### src/rtl/mix_col_ser_pkg.sv
// Shared types and constants for the column serializer: occupancy states,
// byte width and rows per column.
package mix_col_ser_pkg;

   localparam int unsigned ByteW = 8;
   localparam int unsigned Rows  = 4;

   typedef enum logic [1:0] {StEmpty, StOne, StFull} occ_e;

   typedef logic [Rows-1:0][ByteW-1:0] col_t;

endpackage

### src/rtl/col_buf.sv
// Two-entry column ring buffer with 1-bit write/read pointers and an
// occupancy FSM that reports the current column count.
module col_buf
   import mix_col_ser_pkg::*;
(
   input  logic       clk,
   input  logic       rst,
   input  logic       wr_en,
   input  col_t       wr_col,
   input  logic       pop,
   output col_t       rd_col,
   output logic [1:0] count
);

   occ_e state_q, state_d;
   logic wr_ptr_q, wr_ptr_d;
   logic rd_ptr_q, rd_ptr_d;
   col_t mem_q [2];

   always_ff @(posedge clk) begin
      if (!rst) begin
         state_q  <= StEmpty;
         wr_ptr_q <= 1'b0;
         rd_ptr_q <= 1'b0;
         mem_q[0] <= '0;
         mem_q[1] <= '0;
      end else begin
         state_q  <= state_d;
         wr_ptr_q <= wr_ptr_d;
         rd_ptr_q <= rd_ptr_d;
         if (wr_en) begin
            mem_q[wr_ptr_q] <= wr_col;
         end
      end
   end

   // The owner never writes when FULL nor pops when EMPTY.
   always_comb begin
      state_d  = state_q;
      wr_ptr_d = wr_ptr_q ^ wr_en;
      rd_ptr_d = rd_ptr_q ^ pop;
      unique case (state_q)
         StEmpty: if (wr_en) state_d = StOne;
         StOne: begin
            if (wr_en && !pop) begin
               state_d = StFull;
            end else if (!wr_en && pop) begin
               state_d = StEmpty;
            end
         end
         StFull:  if (pop) state_d = StOne;
         default: state_d = StEmpty;
      endcase
   end

   always_comb begin
      count = 2'd0;
      unique case (state_q)
         StEmpty: count = 2'd0;
         StOne:   count = 2'd1;
         StFull:  count = 2'd2;
         default: count = 2'd0;
      endcase
   end

   assign rd_col = mem_q[rd_ptr_q];

endmodule

### src/rtl/mix_col_ser.sv
// Serializes 4-byte mix_col output columns into a byte stream with
// valid/ready handshake and a last-byte-of-state marker.
module mix_col_ser
   import mix_col_ser_pkg::*;
#(
   parameter int unsigned NCOL  = 4,
   parameter int unsigned DEPTH = 2
) (
   input  logic             clk,
   input  logic             rst,
   input  logic             load,
   input  logic [ByteW-1:0] d0_in,
   input  logic [ByteW-1:0] d1_in,
   input  logic [ByteW-1:0] d2_in,
   input  logic [ByteW-1:0] d3_in,
   output logic             load_rdy,
   output logic [ByteW-1:0] d_out,
   output logic             out_vld,
   input  logic             out_rdy,
   output logic             last_out
);

   localparam int unsigned ColW = (NCOL > 1) ? $clog2(NCOL) : 1;

   logic [1:0]      count;
   col_t            rd_col;
   col_t            wr_col;
   logic            push, xfer, pop;
   logic [1:0]      byte_idx_q, byte_idx_d;
   logic [ColW-1:0] col_cnt_q, col_cnt_d;

   assign wr_col = {d3_in, d2_in, d1_in, d0_in};

   // No bypass: a full buffer refuses load even while the head is popping.
   assign load_rdy = (count < 2'(DEPTH));
   assign push     = load && load_rdy;
   assign out_vld  = (count != 2'd0);
   assign xfer     = out_vld && out_rdy;
   assign pop      = xfer && (byte_idx_q == 2'd3);

   col_buf u_col_buf (
      .clk    (clk),
      .rst    (rst),
      .wr_en  (push),
      .wr_col (wr_col),
      .pop    (pop),
      .rd_col (rd_col),
      .count  (count)
   );

   assign d_out    = rd_col[byte_idx_q];
   assign last_out = out_vld && (col_cnt_q == ColW'(NCOL - 1)) && (byte_idx_q == 2'd3);

   always_comb begin
      byte_idx_d = byte_idx_q;
      col_cnt_d  = col_cnt_q;
      if (xfer) begin
         byte_idx_d = byte_idx_q + 2'd1;
      end
      if (pop) begin
         col_cnt_d = (col_cnt_q == ColW'(NCOL - 1)) ? '0 : col_cnt_q + ColW'(1);
      end
   end

   always_ff @(posedge clk) begin
      if (!rst) begin
         byte_idx_q <= 2'd0;
         col_cnt_q  <= '0;
      end else begin
         byte_idx_q <= byte_idx_d;
         col_cnt_q  <= col_cnt_d;
      end
   end

endmodule

### config.mk
export PLATFORM = sky130hd
export DESIGN_NAME = mix_col_ser
export DESIGN_NICKNAME = d
export VERILOG_FILES = /design/src/rtl/mix_col_ser_pkg.sv /design/src/rtl/col_buf.sv /design/src/rtl/mix_col_ser.sv
export SDC_FILE = /design/constraint.sdc
export NUM_CORES = 1
export LEC_CHECK = 0
export ABC_AREA = 1
export ABC_CLOCK_PERIOD_IN_PS = 3300
export CAP_MARGIN = 20
export CORE_AREA = 2 2 107 98
export CTS_CLUSTER_SIZE = 16
export DETAILED_ROUTE_END_ITERATION = 16
export DIE_AREA = 0 0 109 100
export SYNTH_ARGS = -nofsm -noshare
export SYNTH_HDL_FRONTEND = slang
export SYNTH_SLANG_ARGS = --single-unit
export TNS_END_PERCENT = 1
### constraint.sdc
create_clock -name clk -period 3.3 [get_ports clk]
set_clock_uncertainty 0.1 [all_clocks]
set_input_delay 0.66 -clock clk [delete_from_list [all_inputs] [get_ports clk]]
set_output_delay 0.66 -clock clk [all_outputs]
set_load 0.02 [all_outputs]
# After elaboration in Yosys (flattened, before gate mapping)

Memory sizes are Yosys's and may differ from the RTL's. A register that Yosys moved wholly into a read port is not among the register bits.
Cells that the tools add are included.

Bits of input ports: 36
Output and inout port bits: 11
Memory bits (writable): 64
Flip-flop bits (word level): 8
Memories: 1
Logic and storage cells: 49

Memory list:

| name            | words | bits a word | rd ports | clocked after Yosys merged registers in | write ports | RTL line      | RTL |
|---|---|---|---|---|---|---|---|
| u_col_buf.mem_q | 2     | 32          | 1        | 1                                       | 2           | col_buf.sv:18 | `col_t mem_q [2];` |

Bitwise gates (word level): 2
$add $sub $neg: 2
Magnitude comparators: 2
Equality and inequality tests: 7
Reduce and logical (&&, ||, !) cells: 13
Multiplexer cells: 17

Operators with widths:

| kind                                                                    | number |
|---|---|
| 32-bit two-way mux                                                      | 1 |
| 32-bit OR reduction                                                     | 1 |
| 8-bit binary-select mux with 2-bit select                               | 1 |
| 2-bit two-way mux                                                       | 5 |
| 8-bit two-way mux                                                       | 1 |
| 1-bit logical AND                                                       | 7 |
| 1-bit two-way mux                                                       | 7 |
| 2-bit equality test, second input constant                              | 3 |
| 2-bit case mux with 3 select lines                                      | 1 |
| 2-bit by 1-bit adder with 2-bit output, second input constant           | 2 |
| 2-bit by 1-bit inequality test with 1-bit output, second input constant | 2 |
| 2-bit case mux with 2 select lines                                      | 1 |
| 2-bit by 3-bit < comparator with 1-bit output, second input constant    | 1 |
| 3-bit by 1-bit inequality test with 1-bit output, second input constant | 1 |
| 3-bit AND reduction                                                     | 1 |
| 2-bit by 1-bit equality test with 1-bit output, second input constant   | 1 |
| 1-bit zero test                                                         | 2 |
| 2-bit zero test                                                         | 1 |
| 2-bit < comparator, second input constant                               | 1 |
| 2-bit nonzero test                                                      | 1 |
| 1-bit XOR                                                               | 2 |

# Longest topological paths before layout

Gate-level depths: netlist (run 1).

Word-level depth: 9
Depth in mapped cells: 10
Gate-level depth less buffers: 10

# Cells and area by module

A second synthesis (run 1) with hierarchy kept.

Cell total of the unflattened synthesis: 319
Area total of the unflattened synthesis: 3557.2 um^2

By module, submodules not included:

| module      | sequential area each (um^2) | cells each | area an instance (um^2) | instances |
|---|---|---|---|---|
| col_buf     | 2021.9                      | 240        | 3006.6                  | 1 |
| mix_col_ser | 80.1                        | 79         | 550.5                   | 1 |

# Least setup slack after synthesis (run 1)

No wires, ideal clock.

Path kind: input-to-reg
Start: input rst
End: memory u_col_buf.mem_q[1][0] in the netlist's numbering, enable pin
Buffers on the path: 2
Cell stages on the path: 4
Library setup time: 0.389 ns
Data required time: 2.811 ns
Setup slack: 0.925 ns
Arrival: 1.885 ns
Cell sequence: buf_2 -> nand3_1 -> buf_2 -> nand2_1

RTL lines:

| element     | RTL line          | RTL |
|---|---|---|
| from (decl) | mix_col_ser.sv:10 | `input logic rst,` |
| to (decl)   | col_buf.sv:18     |  |

==> impl_metrics.py, run 1 <==
metrics = {
    "synth": {
        "syn_area_per_cell_um2": 9.60,
        "yosys.area.top_type": "sky130_fd_sc_hd__edfxtp_1",
        "cell_count_after_synthesis": 349,
        "ys_seq_area_frac": 0.627,
        "postSynthRegisterBits": 73,
        "synth_area_um2": 3350,
        "synth.lib_cells_used.distinct": 21,
        "yosys_warnings": 0,
        "total_nets_after_synthesis": 392,
        "synthDominantCellAreaShare": 0.573,
        "netlist_top_cells_area": "sky130_fd_sc_hd__edfxtp_1 57%, sky130_fd_sc_hd__nor2_1 12%, sky130_fd_sc_hd__dfxtp_1 5.4%, sky130_fd_sc_hd__inv_1 4.4%, sky130_fd_sc_hd__nand2_1 4.4%",
    },
    "clocking": {
        "cts-resized-gates": 0,
        "clkLatencyLatePin_ns": 0.35,
        "cts_tree": "built",
        "ctsLongestPathBuffers": 2,
        "cts-root-buf": "sky130_fd_sc_hd__clkbuf_8",
        "cts_bufs_inserted": 9,
        "clk_transition_reported_paths_ns": 0.07,
        "cts_setup_buffers": 0,
        "cts-hold-fix-buffers": 0,
        "tritoncts_num_sinks": 73,
        "htreeDepth": 3,
    },
    "worst_setup_path": {
        "crit_path_end_kind": "output port",
        "worst_path_dominant_cell_family": "buffers and inverters",
        "timing.setup.critical_path_class": "reg2out",
        "max_stage_delay_ns": 0.60,
        "cp.buffers_inverters": 3,
        "worst_ep_required_time_ns": 2.54,
        "crit_fanout": 17,
        "timing.critical_path.cells": "inv_2 -> buf_4 -> nor2_1 -> o22ai_1 -> nand2_1 -> nand2_1 -> clkdlybuf4s50_1",
        "worst_path_max_delay_cell": "sky130_fd_sc_hd__clkdlybuf4s50_1",
        "cp_common_cell": "sky130_fd_sc_hd__nand2_1",
        "worst-endpoint-arrival_ns": 2.16,
        "cp-start-kind": "flip-flop",
    },
    "drt": {
        "ant_nets": 0,
        "initialDrtViolationCount": 116,
        "routed_length_per_instance_um": 14.0,
        "wl_um": 7480,
        "remaining_drc_errors": 0,
        "avgViaCountPerCell": 4.63,
        "first_pass_iters": 4,
        "vias": 2470,
    },
    "die": {
        "floorplan.io_pins": 47,
        "die_h_um": 100,
        "die-area_um2": 10900,
        "core_area_um2": 9940,
        "start_util": 0.337,
        "die-width_um": 109,
        "rows": 35,
    },
    "timing": {
        "worst_pin_slew_ns": 0.393,
        "final_hold_viol_count": 0,
        "shortest_period_the_worst_path_allows_ns": 2.92,
        "fin_tns_setup_ns": 0,
        "whs_ns": 0.380,
        "slew_violations": 0,
        "slew_headroom": 0.738,
        "maxClockFrequency_mhz": 342,
        "worst_slack_ns": 0.379,
        "part_of_the_cycle_the_worst_path_needs": 0.885,
        "final-setup-viol-count": 0,
        "grt_setup_unrepaired": "no",
    },
    "grt": {
        "first_global_vias": 2526,
        "globalRoute.totalOverflow": 0,
        "grt_start_max_net_pins": 34,
        "grt_pass1_wl_um": 12400,
        "antenna_found_initial": 0,
        "grt_usage": 0.151,
    },
    "final_layout": {
        "multiInputGateArea_um2": 997,
        "final_core_util": 0.422,
        "seq_area_um2": 2100,
        "layout.cell_area.non_filler_um2": 4190,
        "layout-drive-gt1-share": 0.0817,
        "antennaDiodeCount": 0,
        "num-nets-final": 442,
        "n_fill_cell": 993,
        "area_growth_syn_to_layout_pct": 25.1,
    },
    "place": {
        "detailedPlacementHpwl_um": 5010,
        "post_dp_cell_area_um2": 3950,
        "port_buffers": 46,
        "routabilityCongestion": 0.757,
        "place_ws_ns": 0.740,
    },
    "power_and_ir_drop": {
        "clock_power_share": 0.298,
        "power.leakage_nw": 1.77,
        "worst_ir_drop_vdd_v": 0.000346,
        "power_per_cell_area_nw_per_um2": 683,
        "pwr-share-seq": 0.422,
        "power.switching_fraction": 0.312,
        "switchingPower_uw": 893,
        "internal-power_mw": 1.97,
        "combPwrFrac": 0.280,
    },
    "job": {
        "cap_viol_max_count": 0,
    },
    "min_path": {
        "worst_hold_path_type": "reg2reg",
    },
    "outcome": {
        "run_status": "complete, no violations",
    },
}
==> cell families after synthesis <==
kind of cell    Yosys count  synth area share
buf+inv                  59            0.0754
flops                    73             0.627
xor+xnor                  1           0.00261
simple gates            154             0.181
fa+ha+maj                 7            0.0261
compound gates           55            0.0881
==> stage by stage <==
stage,std cells,power [mW]
3_3_place_gp,517,2.03
3_5_place_dp,517,2.04
2_1_floorplan,349,1.72
4_1_cts,533,2.89
5_1_grt,533,3.02
6_report,533,2.86
==> worst register-to-register path: stages, from the launching register on <==
cell and delay, ns:
sky130_fd_sc_hd__dfxtp_1 0.37, sky130_fd_sc_hd__inv_1 0.10, sky130_fd_sc_hd__ha_1 0.24, sky130_fd_sc_hd__inv_2 0.07, sky130_fd_sc_hd__nand2_1 0.09, sky130_fd_sc_hd__nor2_1 0.13
sky130_fd_sc_hd__nand2_2 0.06, sky130_fd_sc_hd__nand2_1 0.08, sky130_fd_sc_hd__buf_4 0.28
==> area by class of cell <==
type,count,area share
Clock inverter,6,0.0275
Timing Repair Buffer,55,0.126
Clock buffer,10,0.0304
Inverter,43,0.0385
Tap cell,129,0.0385
Multi-Input combinational cell,217,0.238
Sequential cell,73,0.501
==> flip-flops by register name, summed over array words and instances (netlist names), named ones only <==
| signal | count |
|---|---|
| byte_idx_q | 2 |
| col_cnt_q | 2 |
| u_col_buf.mem_q | 64 |
| u_col_buf.rd_ptr_q | 1 |
| u_col_buf.state_q | 2 |
| u_col_buf.wr_ptr_q | 1 |
==> routing by layer <==
| metal | wire [µm] | up-vias | global-route usage | share of wire |
|---|---|---|---|---|
| li1 | - | 1245 | - | - |
| met1 | 3540 | 1145 | 0.199 | 0.47 |
| met2 | 3380 | 71 | 0.244 | 0.45 |
| met3 | 468 | 9 | 0.0364 | 0.063 |
| met4 | 81 | 0 | 0.0473 | 0.011 |
| met5 | 0 | - | 0 | 0 |
==> cell usage in the layout (no fill, tap or decap), drive strengths merged <==
master / count
o22ai: 16
a21oi: 5
xor2: 1
clkdlybuf4s50: 46
clkinvlp: 1
inv: 43
nand3: 4
nor2: 106
clkinv: 2
clkbuf: 10
ha: 7
bufinv: 3
o21ai: 34
nand2: 42
dfxtp: 9
edfxtp: 64
buf: 9
nor3: 2
==> synthesized netlist by cell type <==
library cell               number
sky130_fd_sc_hd__ha_1           7
sky130_fd_sc_hd__nor2_1       105
sky130_fd_sc_hd__dfxtp_1        9
sky130_fd_sc_hd__a21oi_1        5
sky130_fd_sc_hd__clkinv_1       1
sky130_fd_sc_hd__o21ai_1       29
sky130_fd_sc_hd__inv_2          3
sky130_fd_sc_hd__nand3_1        2
sky130_fd_sc_hd__nand2_2        3
sky130_fd_sc_hd__o22ai_1       16
sky130_fd_sc_hd__inv_1         39
sky130_fd_sc_hd__nand3_2        2
sky130_fd_sc_hd__edfxtp_1      64
sky130_fd_sc_hd__nand2_1       39
sky130_fd_sc_hd__nor3_1         2
sky130_fd_sc_hd__nor2_2         1
sky130_fd_sc_hd__o21ai_0        5
sky130_fd_sc_hd__buf_2         13
sky130_fd_sc_hd__buf_4          2
sky130_fd_sc_hd__xor2_1         1
sky130_fd_sc_hd__buf_6          1
==> worst paths after layout <==
kind	start	end	slack [ns]	cells past startpoint
setup reg to reg	u_col_buf.state_q[0]	u_col_buf.mem_q[0][10]	1.46	8
hold reg to reg	col_cnt_q[1]	col_cnt_q[1]	0.38	2
setup / recovery	flip-flop	d_out[0]	0.38	7
hold / removal	col_cnt_q[1]	col_cnt_q[1]	0.38	2
==> power groups by stage <==
stage          logic [mW]  clock network [mW]  registers [mW]
6_report            0.802               0.854            1.21
4_1_cts             0.816               0.864            1.21
5_1_grt             0.901               0.896            1.22
2_1_floorplan       0.516                   0            1.21
3_3_place_gp        0.800                   0            1.23
3_5_place_dp        0.810                   0            1.23
Note: power is estimated with default switching activity, not from simulation.
==> run 2, diff against run 1 <==
Settings changed: ABC_CLOCK_PERIOD_IN_PS 3300 to 3800, CAP_MARGIN 20 to 40, CTS_CLUSTER_SIZE 16 to 25.
Clock period 3.3 ns to 3.8 ns, I/O delays scaled along.
==> impl_metrics.py, run 2 (synthesized netlist as in run 1, its figures left out) <==
metrics = {
    "final_layout": {
        "layout.cell_area.non_filler_um2": 4160,
        "n_fill_cell": 977,
        "antennaDiodeCount": 0,
        "final_common_cell": "sky130_fd_sc_hd__nor2_1",
        "num-nets-final": 439,
        "layout.cells.non_filler": 530,
        "layout-drive-gt1-share": 0.0748,
        "area_growth_syn_to_layout_pct": 24.1,
        "final_cell_mix": "105 x sky130_fd_sc_hd__nor2_1, 64 x sky130_fd_sc_hd__edfxtp_1, 46 x sky130_fd_sc_hd__clkdlybuf4s50_1",
        "largest_register_ffs": 64,
        "seq_area_um2": 2100,
        "largest-register": "u_col_buf.mem_q",
        "multiInputGateArea_um2": 997,
        "final_core_util": 0.419,
    },
    "die": {
        "start_util": 0.337,
        "core_area_um2": 9940,
        "die-width_um": 109,
        "rows": 35,
        "floorplan.io_pins": 47,
        "die_h_um": 100,
        "die-area_um2": 10900,
    },
    "drt": {
        "ant_nets": 0,
        "wl_um": 7480,
        "vias": 2464,
        "routed_length_per_instance_um": 14.1,
        "avgViaCountPerCell": 4.65,
        "initialDrtViolationCount": 101,
        "remaining_drc_errors": 0,
        "first_pass_iters": 4,
    },
    "outcome": {
        "run_status": "complete, no violations",
    },
    "worst_setup_path": {
        "worst_ep_required_time_ns": 2.94,
        "cp-start-kind": "flip-flop",
        "crit_fanout": 18,
        "worst-endpoint-arrival_ns": 2.33,
        "timing.setup.critical_path_class": "reg2out",
        "crit_path_end_kind": "output port",
    },
    "timing": {
        "final_hold_viol_count": 0,
        "whs_ns": 0.373,
        "fin_tns_setup_ns": 0,
        "maxClockFrequency_mhz": 313,
        "slew_violations": 0,
        "shortest_period_the_worst_path_allows_ns": 3.19,
        "slew_headroom": 0.634,
        "grt_setup_unrepaired": "no",
        "part_of_the_cycle_the_worst_path_needs": 0.840,
        "final-setup-viol-count": 0,
        "worst_pin_slew_ns": 0.549,
    },
    "clocking": {
        "cts-resized-gates": 0,
        "clkLatencyLatePin_ns": 0.34,
        "cts-hold-fix-buffers": 0,
        "tritoncts_num_sinks": 73,
        "cts_tree": "built",
        "clk_transition_reported_paths_ns": 0.08,
        "ctsLongestPathBuffers": 2,
        "cts_bufs_inserted": 9,
        "cts-root-buf": "sky130_fd_sc_hd__clkbuf_8",
        "cts_setup_buffers": 0,
        "htreeDepth": 3,
    },
    "power_and_ir_drop": {
        "worst_ir_drop_vdd_v": 0.000400,
        "power.leakage_nw": 1.75,
        "power_per_cell_area_nw_per_um2": 580,
    },
    "grt": {
        "globalRoute.totalOverflow": 0,
        "grt_start_max_net_pins": 34,
        "antenna_found_initial": 0,
        "grt_pass1_wl_um": 12300,
        "grt_usage": 0.148,
        "first_global_vias": 2544,
    },
    "place": {
        "place.detailed.instances": 514,
        "post_dp_cell_area_um2": 3940,
        "port_buffers": 46,
        "detailedPlacementHpwl_um": 4990,
        "routabilityCongestion": 0.814,
    },
    "job": {
        "cap_viol_max_count": 0,
    },
    "min_path": {
        "worst_hold_path_type": "reg2reg",
    },
}
[run 2: path summary, 6_finish.rpt]
check                                     startpoint                endpoint  slack, ns  depth (start not counted)
worst max-delay path                   byte_idx_q[0]                d_out[1]       0.61                          7
worst min-delay path                    col_cnt_q[1]            col_cnt_q[1]       0.37                          2
worst max register to register  u_col_buf.state_q[0]  u_col_buf.mem_q[1][13]       1.71                          6
worst min register to register          col_cnt_q[1]            col_cnt_q[1]       0.37                          2
[run 2: worst max-delay path: stages (launching register included)]
cell                              delay (ns)
sky130_fd_sc_hd__dfxtp_1                0.38
sky130_fd_sc_hd__buf_4                  0.21
sky130_fd_sc_hd__inv_2                  0.26
sky130_fd_sc_hd__o21ai_1                0.14
sky130_fd_sc_hd__o22ai_1                0.18
sky130_fd_sc_hd__nand2_1                0.13
sky130_fd_sc_hd__nand2_1                0.08
sky130_fd_sc_hd__clkdlybuf4s50_1        0.59
[run 2: report_power, final]
part           total [mW]  switching, mW  internal [mW]
Clock               0.662          0.290          0.372
Sequential           1.05         0.0585          0.996
Combinational       0.698          0.421          0.277
Total                2.41          0.770           1.64
[run 2: area by class of cell]
| class | instances | share of cell area |
|---|---|---|
| Sequential cell | 73 | 0.505 |
| Clock buffer | 10 | 0.0307 |
| Tap cell | 129 | 0.0388 |
| Multi-Input combinational cell | 217 | 0.240 |
| Inverter | 43 | 0.0388 |
| Clock inverter | 6 | 0.0223 |
| Timing Repair Buffer | 52 | 0.125 |
[run 2: layer usage]
metal,part of all wire,global-route usage,wire [µm],vias to the layer above
met4,0.0067,0.0385,50,0
met1,0.45,0.188,3370,1154
met5,0,0,0,-
met2,0.48,0.252,3620,72
li1,-,-,-,1233
met3,0.058,0.0364,437,5
[run 2: stage by stage]
stage | worst slack (ns) | power (mW)
after global routing | 0.462 | 2.55
after CTS | 0.595 | 2.44
after global placement | 1.12 | 1.76
after floorplan | 1.33 | 1.49
final | 0.610 | 2.41
after detailed placement | 1.00 | 1.78
==> RTL edit 1: new RTL, config.mk and constraints of run 2 <==
Set the parameter `NCOL` to 8 (it was 4).
--- a/src/rtl/mix_col_ser.sv
+++ b/src/rtl/mix_col_ser.sv
@@ -5,3 +5,3 @@
 #(
-   parameter int unsigned NCOL  = 4,
+   parameter int unsigned NCOL  = 8,
    parameter int unsigned DEPTH = 2
Formal check against the unedited RTL: no difference found for any inputs over 4 cycles, from zero or initial values and one cycle with rst low; that may be too few to reach the edited logic, so the function may still have changed.
==> RTL edit 1 against run 2 <==
Combinational power rose by 7.9%. Area after synthesis rose by 4.2%. Count of clock-buffer cells in the layout fell by 1. Setup slack improved by 75 ps. Non-clock buffer count did not move. Synthesized cell count rose by 1.4%. Sequential cell count rose by 1. Cell count rose by 0.94%. Die area did not move. Critical path depth did not move. Final area rose by 2.4%. Largest power group unchanged. Power fell by 0.14%. Critical endpoint is now d_out[5]. Routed wire length fell by 0.56%.
==> RTL edit 1: results (changes against run 2) <==
<table>
<tr><th>Metric</th><th>Value</th></tr>
<tr><th colspan="2">Finish</th></tr>
<tr><td>Number of fill cells</td><td>988 (+1.1%)</td></tr>
<tr><td>Layout Nets</td><td>445 (+1.4%)</td></tr>
<tr><td>Fraction of final layout cells with drive strength greater than 1</td><td>0.118 (+0.0434)</td></tr>
<tr><td>Count of non-filler cells in the finished layout</td><td>535 (+0.94%)</td></tr>
<tr><th colspan="2">GRT</th></tr>
<tr><td>Global-route wire length before repair</td><td>12,100 µm (-1.5%)</td></tr>
<tr><td>Total routing resource utilization after global routing</td><td>0.146 (-0.00213)</td></tr>
<tr><td>Via count of the first global-routing pass</td><td>2,493 (-2.0%)</td></tr>
<tr><th colspan="2">STA</th></tr>
<tr><td>Worst hold slack</td><td>381 ps (+8.02 ps)</td></tr>
<tr><td>Final critical-path required period</td><td>3120 ps (-74.9 ps)</td></tr>
<tr><th colspan="2">Logic synthesis</th></tr>
<tr><td>Sequential share of the synthesized area</td><td>0.607 (-0.0196)</td></tr>
<tr><td>Syn nets</td><td>398 (+1.5%)</td></tr>
<tr><td>Number of library cell types mapped by synthesis</td><td>26 (+24%)</td></tr>
<tr><td>Synth top cells by count</td><td>sky130_fd_sc_hd__nor2_1 (100), sky130_fd_sc_hd__edfxtp_1 (64), sky130_fd_sc_hd__inv_1 (38)</td></tr>
<tr><td>Post-synthesis instance total</td><td>354 (+1.4%)</td></tr>
<tr><th colspan="2">Clock tree</th></tr>
<tr><td>Max H-tree Level</td><td>3 (unchanged)</td></tr>
<tr><td>Postcts setup bufs</td><td>0 (unchanged)</td></tr>
<tr><td>Clk Latency, worst-skew pair</td><td>350 ps</td></tr>
<tr><td>Maximum root-to-sink buffer count</td><td>2 (unchanged)</td></tr>
<tr><th colspan="2">Status</th></tr>
<tr><td>Outcome</td><td>finished, final reports clean</td></tr>
<tr><th colspan="2">Power and ir drop</th></tr>
<tr><td>Leak</td><td>1.81 nW (+3.3%)</td></tr>
<tr><td>Worst vdd rail ir drop</td><td>0.288 mV (-28%)</td></tr>
<tr><th colspan="2">Routing</th></tr>
<tr><td>Ratio of routed vias to standard cells</td><td>4.67 (+0.47%)</td></tr>
<tr><td>Detailed Route Iter0 Violations</td><td>188 (+86%)</td></tr>
<tr><td>Per-cell routed wire length</td><td>13.9 µm (-1.5%)</td></tr>
<tr><th colspan="2">Placed design</th></tr>
<tr><td>RD Place Congestion</td><td>0.775 (-4.9%)</td></tr>
<tr><td>Number of instances in the placed design</td><td>519 (+0.97%)</td></tr>
<tr><td>Setup slack after placement</td><td>1050 ps (+43.8 ps)</td></tr>
<tr><th colspan="2">Worst setup path</th></tr>
<tr><td>R2r setup slk</td><td>1790 ps (+80 ps)</td></tr>
</table>
-- RTL edit 1: layout make-up --
type                    count  share of cell area
flip-flops and latches     74               0.498
multi-input cells         221               0.262
repair buffers             52               0.119
inverters                  43              0.0379
well taps                 129              0.0379
clock buffers               9              0.0291
clock inverters             7              0.0164
-- RTL edit 1: per-stage QoR --
step	area [µm²]	util
floorplan	3490	-
global placement	4070	0.409
detailed placement	4070	0.409
CTS	4260	0.429
global route	4260	0.429
finish	4260	0.429
-- RTL edit 1: critical path, cell delays in order, from the launching register on --
cell and delay (ps):
sky130_fd_sc_hd__dfxtp_1 320, sky130_fd_sc_hd__buf_4 200, sky130_fd_sc_hd__inv_2 320, sky130_fd_sc_hd__o21ai_1 120, sky130_fd_sc_hd__o22ai_1 180, sky130_fd_sc_hd__nand2_1 80
sky130_fd_sc_hd__nand2_1 90, sky130_fd_sc_hd__clkdlybuf4s50_1 600
-- RTL edit 1: worst paths after layout --
kind,end,cells after the start
hold reg to reg,col_cnt_q[1]$_SDFFE_PN0P_,2
hold / removal,col_cnt_q[1]$_SDFFE_PN0P_,2
setup / recovery,d_out[5],7
setup reg to reg,u_col_buf.mem_q[0][18]$_SDFFCE_PN0P_,8
-- RTL edit 1: where the power goes --
group          total [mW]  internal [mW]  switching (mW)
Sequential           1.06           1.01          0.0521
Combinational       0.753          0.298           0.455
Clock               0.600          0.301           0.299
Total                2.41           1.61           0.806
-- RTL edit 1: cells by family (layout without fill, tap and decap cells) --
family / count (synthesis) / after routing / synth area share
fa+ha+maj: 8 / 8 / 0.0287
buf+inv: 59 / 111 / 0.0731
flops: 74 / 74 / 0.607
simple gates: 154 / 154 / 0.189
compound gates: 59 / 59 / 0.101
-- RTL edit 1: routing by layer --
layer  vias up  part of all wire  track usage
met5         -                 0            0
met2        64              0.50        0.251
met4         0            0.0082       0.0325
met3         6             0.055       0.0396
li1       1254                 -            -
met1      1175              0.43        0.183
==> RTL edit 2: new RTL, flow settings as in run 2 <==
Made on the original files. Encoding of `occ_e`: now one-hot (3 bits for 3 values).
--- a/src/rtl/mix_col_ser_pkg.sv
+++ b/src/rtl/mix_col_ser_pkg.sv
@@ -7,3 +7,3 @@
 
-   typedef enum logic [1:0] {StEmpty, StOne, StFull} occ_e;
+   typedef enum logic [2:0] {StEmpty = 3'b001, StOne = 3'b010, StFull = 3'b100} occ_e;
 
Check against the original RTL: no difference found for any inputs over 10 cycles, from zero or initial values and one cycle with rst low; not proved beyond that.
==> RTL edit 2 against run 2 <==
Sequential share of layout area fell by 0.54 points. Via count rose by 0.41%. Area after synthesis rose by 2.9%. Non-clock buffer count rose by 3. Cell count rose by 0.75%. Routed wire length fell by 0.16%. Final area rose by 2.0%. Sequential cell count rose by 1. Count of clock-buffer cells in the layout fell by 1. Setup slack got worse by 81 ps. Critical path type unchanged. Largest cell class unchanged. Highest routed layer unchanged.
Power is not compared: it rests on default switching activity, and its combinational part moved more than twofold at a synthesized area within 25%.
==> RTL edit 2: results (changes against run 2) <==
<table>
<tr><th>Metric</th><th>Value</th></tr>
<tr><th colspan="2">Finish</th></tr>
<tr><td>Number of fill cells</td><td>951 (-2.7%)</td></tr>
<tr><td>Count of non-filler cells in the finished layout</td><td>534 (+0.75%)</td></tr>
<tr><td>Layout Nets</td><td>438 (-0.23%)</td></tr>
<tr><td>Fraction of final layout cells with drive strength greater than 1</td><td>0.101 (+0.0264)</td></tr>
<tr><th colspan="2">Logic synthesis</th></tr>
<tr><td>Syn nets</td><td>389 (-0.77%)</td></tr>
<tr><td>Ranking of synthesized cells by area</td><td>sky130_fd_sc_hd__edfxtp_1 (56%), sky130_fd_sc_hd__nor2_1 (13%), sky130_fd_sc_hd__dfxtp_1 (5.8%), sky130_fd_sc_hd__inv_1 (4.6%), sky130_fd_sc_hd__o32ai_1 (4.1%)</td></tr>
<tr><td>Number of library cell types mapped by synthesis</td><td>28 (+33%)</td></tr>
<tr><td>Synth top cells by count</td><td>sky130_fd_sc_hd__nor2_1 (116), sky130_fd_sc_hd__edfxtp_1 (64), sky130_fd_sc_hd__inv_1 (42)</td></tr>
<tr><td>Avg Inst Size Synth</td><td>9.83 µm² (+2.4%)</td></tr>
<tr><th colspan="2">GRT</th></tr>
<tr><td>GR Layer Usage met1</td><td>0.200 (+0.0118)</td></tr>
<tr><td>Total routing resource utilization after global routing</td><td>0.148 (-0.000292)</td></tr>
<tr><td>Global-route wire length before repair</td><td>11,900 µm (-2.6%)</td></tr>
<tr><td>Via count of the first global-routing pass</td><td>2,400 (-5.7%)</td></tr>
<tr><td>Met2 track utilization from global routing</td><td>0.225 (-0.0277)</td></tr>
<tr><td>Met3 demand-to-capacity share in global routing</td><td>0.0500 (+0.0136)</td></tr>
<tr><th colspan="2">Placed design</th></tr>
<tr><td>Number of instances in the placed design</td><td>518 (+0.78%)</td></tr>
<tr><td>Detailed Place HPWL</td><td>5050 µm (+1.1%)</td></tr>
<tr><th colspan="2">Routing</th></tr>
<tr><td>Router iterations before antenna repair</td><td>5 (+1)</td></tr>
<tr><td>Via count</td><td>2,474 (+0.41%)</td></tr>
<tr><td>Per-cell routed wire length</td><td>14.0 µm (-0.91%)</td></tr>
<tr><td>Detailed Route Iter0 Violations</td><td>111 (+9.9%)</td></tr>
<tr><th colspan="2">Worst setup path</th></tr>
<tr><td>Max Fanout on Critical Path</td><td>14 (-4)</td></tr>
<tr><td>Arrival @ worst endpoint</td><td>2410 ps (+80 ps)</td></tr>
<tr><th colspan="2">STA</th></tr>
<tr><td>Worst slew margin relative to its limit</td><td>0.609 (-0.0248)</td></tr>
<tr><th colspan="2">Status</th></tr>
<tr><td>Outcome</td><td>finished, final reports clean</td></tr>
</table>
[RTL edit 2: per-layer routing]
metal	routed length, µm	part of all wire	vias to the layer above
met5	0	0	-
met4	83	0.011	0
met3	431	0.058	6
met2	3580	0.48	56
met1	3370	0.45	1159
li1	-	-	1253
[RTL edit 2: power by group]
| group | switching (mW) | internal [mW] | total, mW | leakage (nW) |
|---|---|---|---|---|
| registers | 0.0308 | 0.942 | 0.973 | 0.750 |
| clock network | 0.302 | 0.375 | 0.677 | 0.106 |
| logic | 0.138 | 0.109 | 0.247 | 0.943 |
| total | 0.471 | 1.43 | 1.90 | 1.80 |
[RTL edit 2: worst paths after layout]
| check | start | end | slack (ps) | cells past startpoint |
|---|---|---|---|---|
| worst min-delay path | col_cnt_q[1]$_SDFFE_PN0P_ | col_cnt_q[1]$_SDFFE_PN0P_ | 370 | 2 |
| worst max register to register | u_col_buf.state_q[1]$_SDFFE_PN0P_ | u_col_buf.mem_q[1][16]$_SDFFCE_PN0P_ | 1910 | 8 |
| worst min register to register | col_cnt_q[1]$_SDFFE_PN0P_ | col_cnt_q[1]$_SDFFE_PN0P_ | 370 | 2 |
| worst max-delay path | register | d_out[1] | 530 | 7 |
[RTL edit 2: critical path, delay by kind of cell, from the launching register on]
kind,cells,cell delay (ps)
DFF,1,390
AOI/OAI and AO/OA,1,290
buffers and inverters,3,1140
and+or+nand+nor,3,240
[RTL edit 2: per-stage QoR]
| step | area [µm²] | setup WS, ps | total power, mW |
|---|---|---|---|
| finish | 4250 | 529 | 1.90 |
| floorplan | 3450 | 1440 | 1.13 |
| global placement | 4020 | 927 | 1.24 |
| detailed placement | 4020 | 892 | 1.24 |
| CTS | 4250 | 507 | 1.91 |
| global route | 4250 | 320 | 1.98 |
[RTL edit 2: cell type report]
type,count,area [µm²],share of cell area
clock inverters,7,101,0.0239
well taps,129,161,0.0380
multi-input cells,216,1040,0.246
repair buffers,55,528,0.124
flip-flops and latches,74,2120,0.500
inverters,44,165,0.0389
clock buffers,9,124,0.0292
[RTL edit 2: logic make-up after synthesis]
logic type / share of synthesized area
adders and majority gates: 0.00725
AOI/OAI and AO/OA: 0.0780
DFF: 0.615
and+or+nand+nor: 0.215
xor gates and xnor gates: 0.00254
buffers and inverters: 0.0827
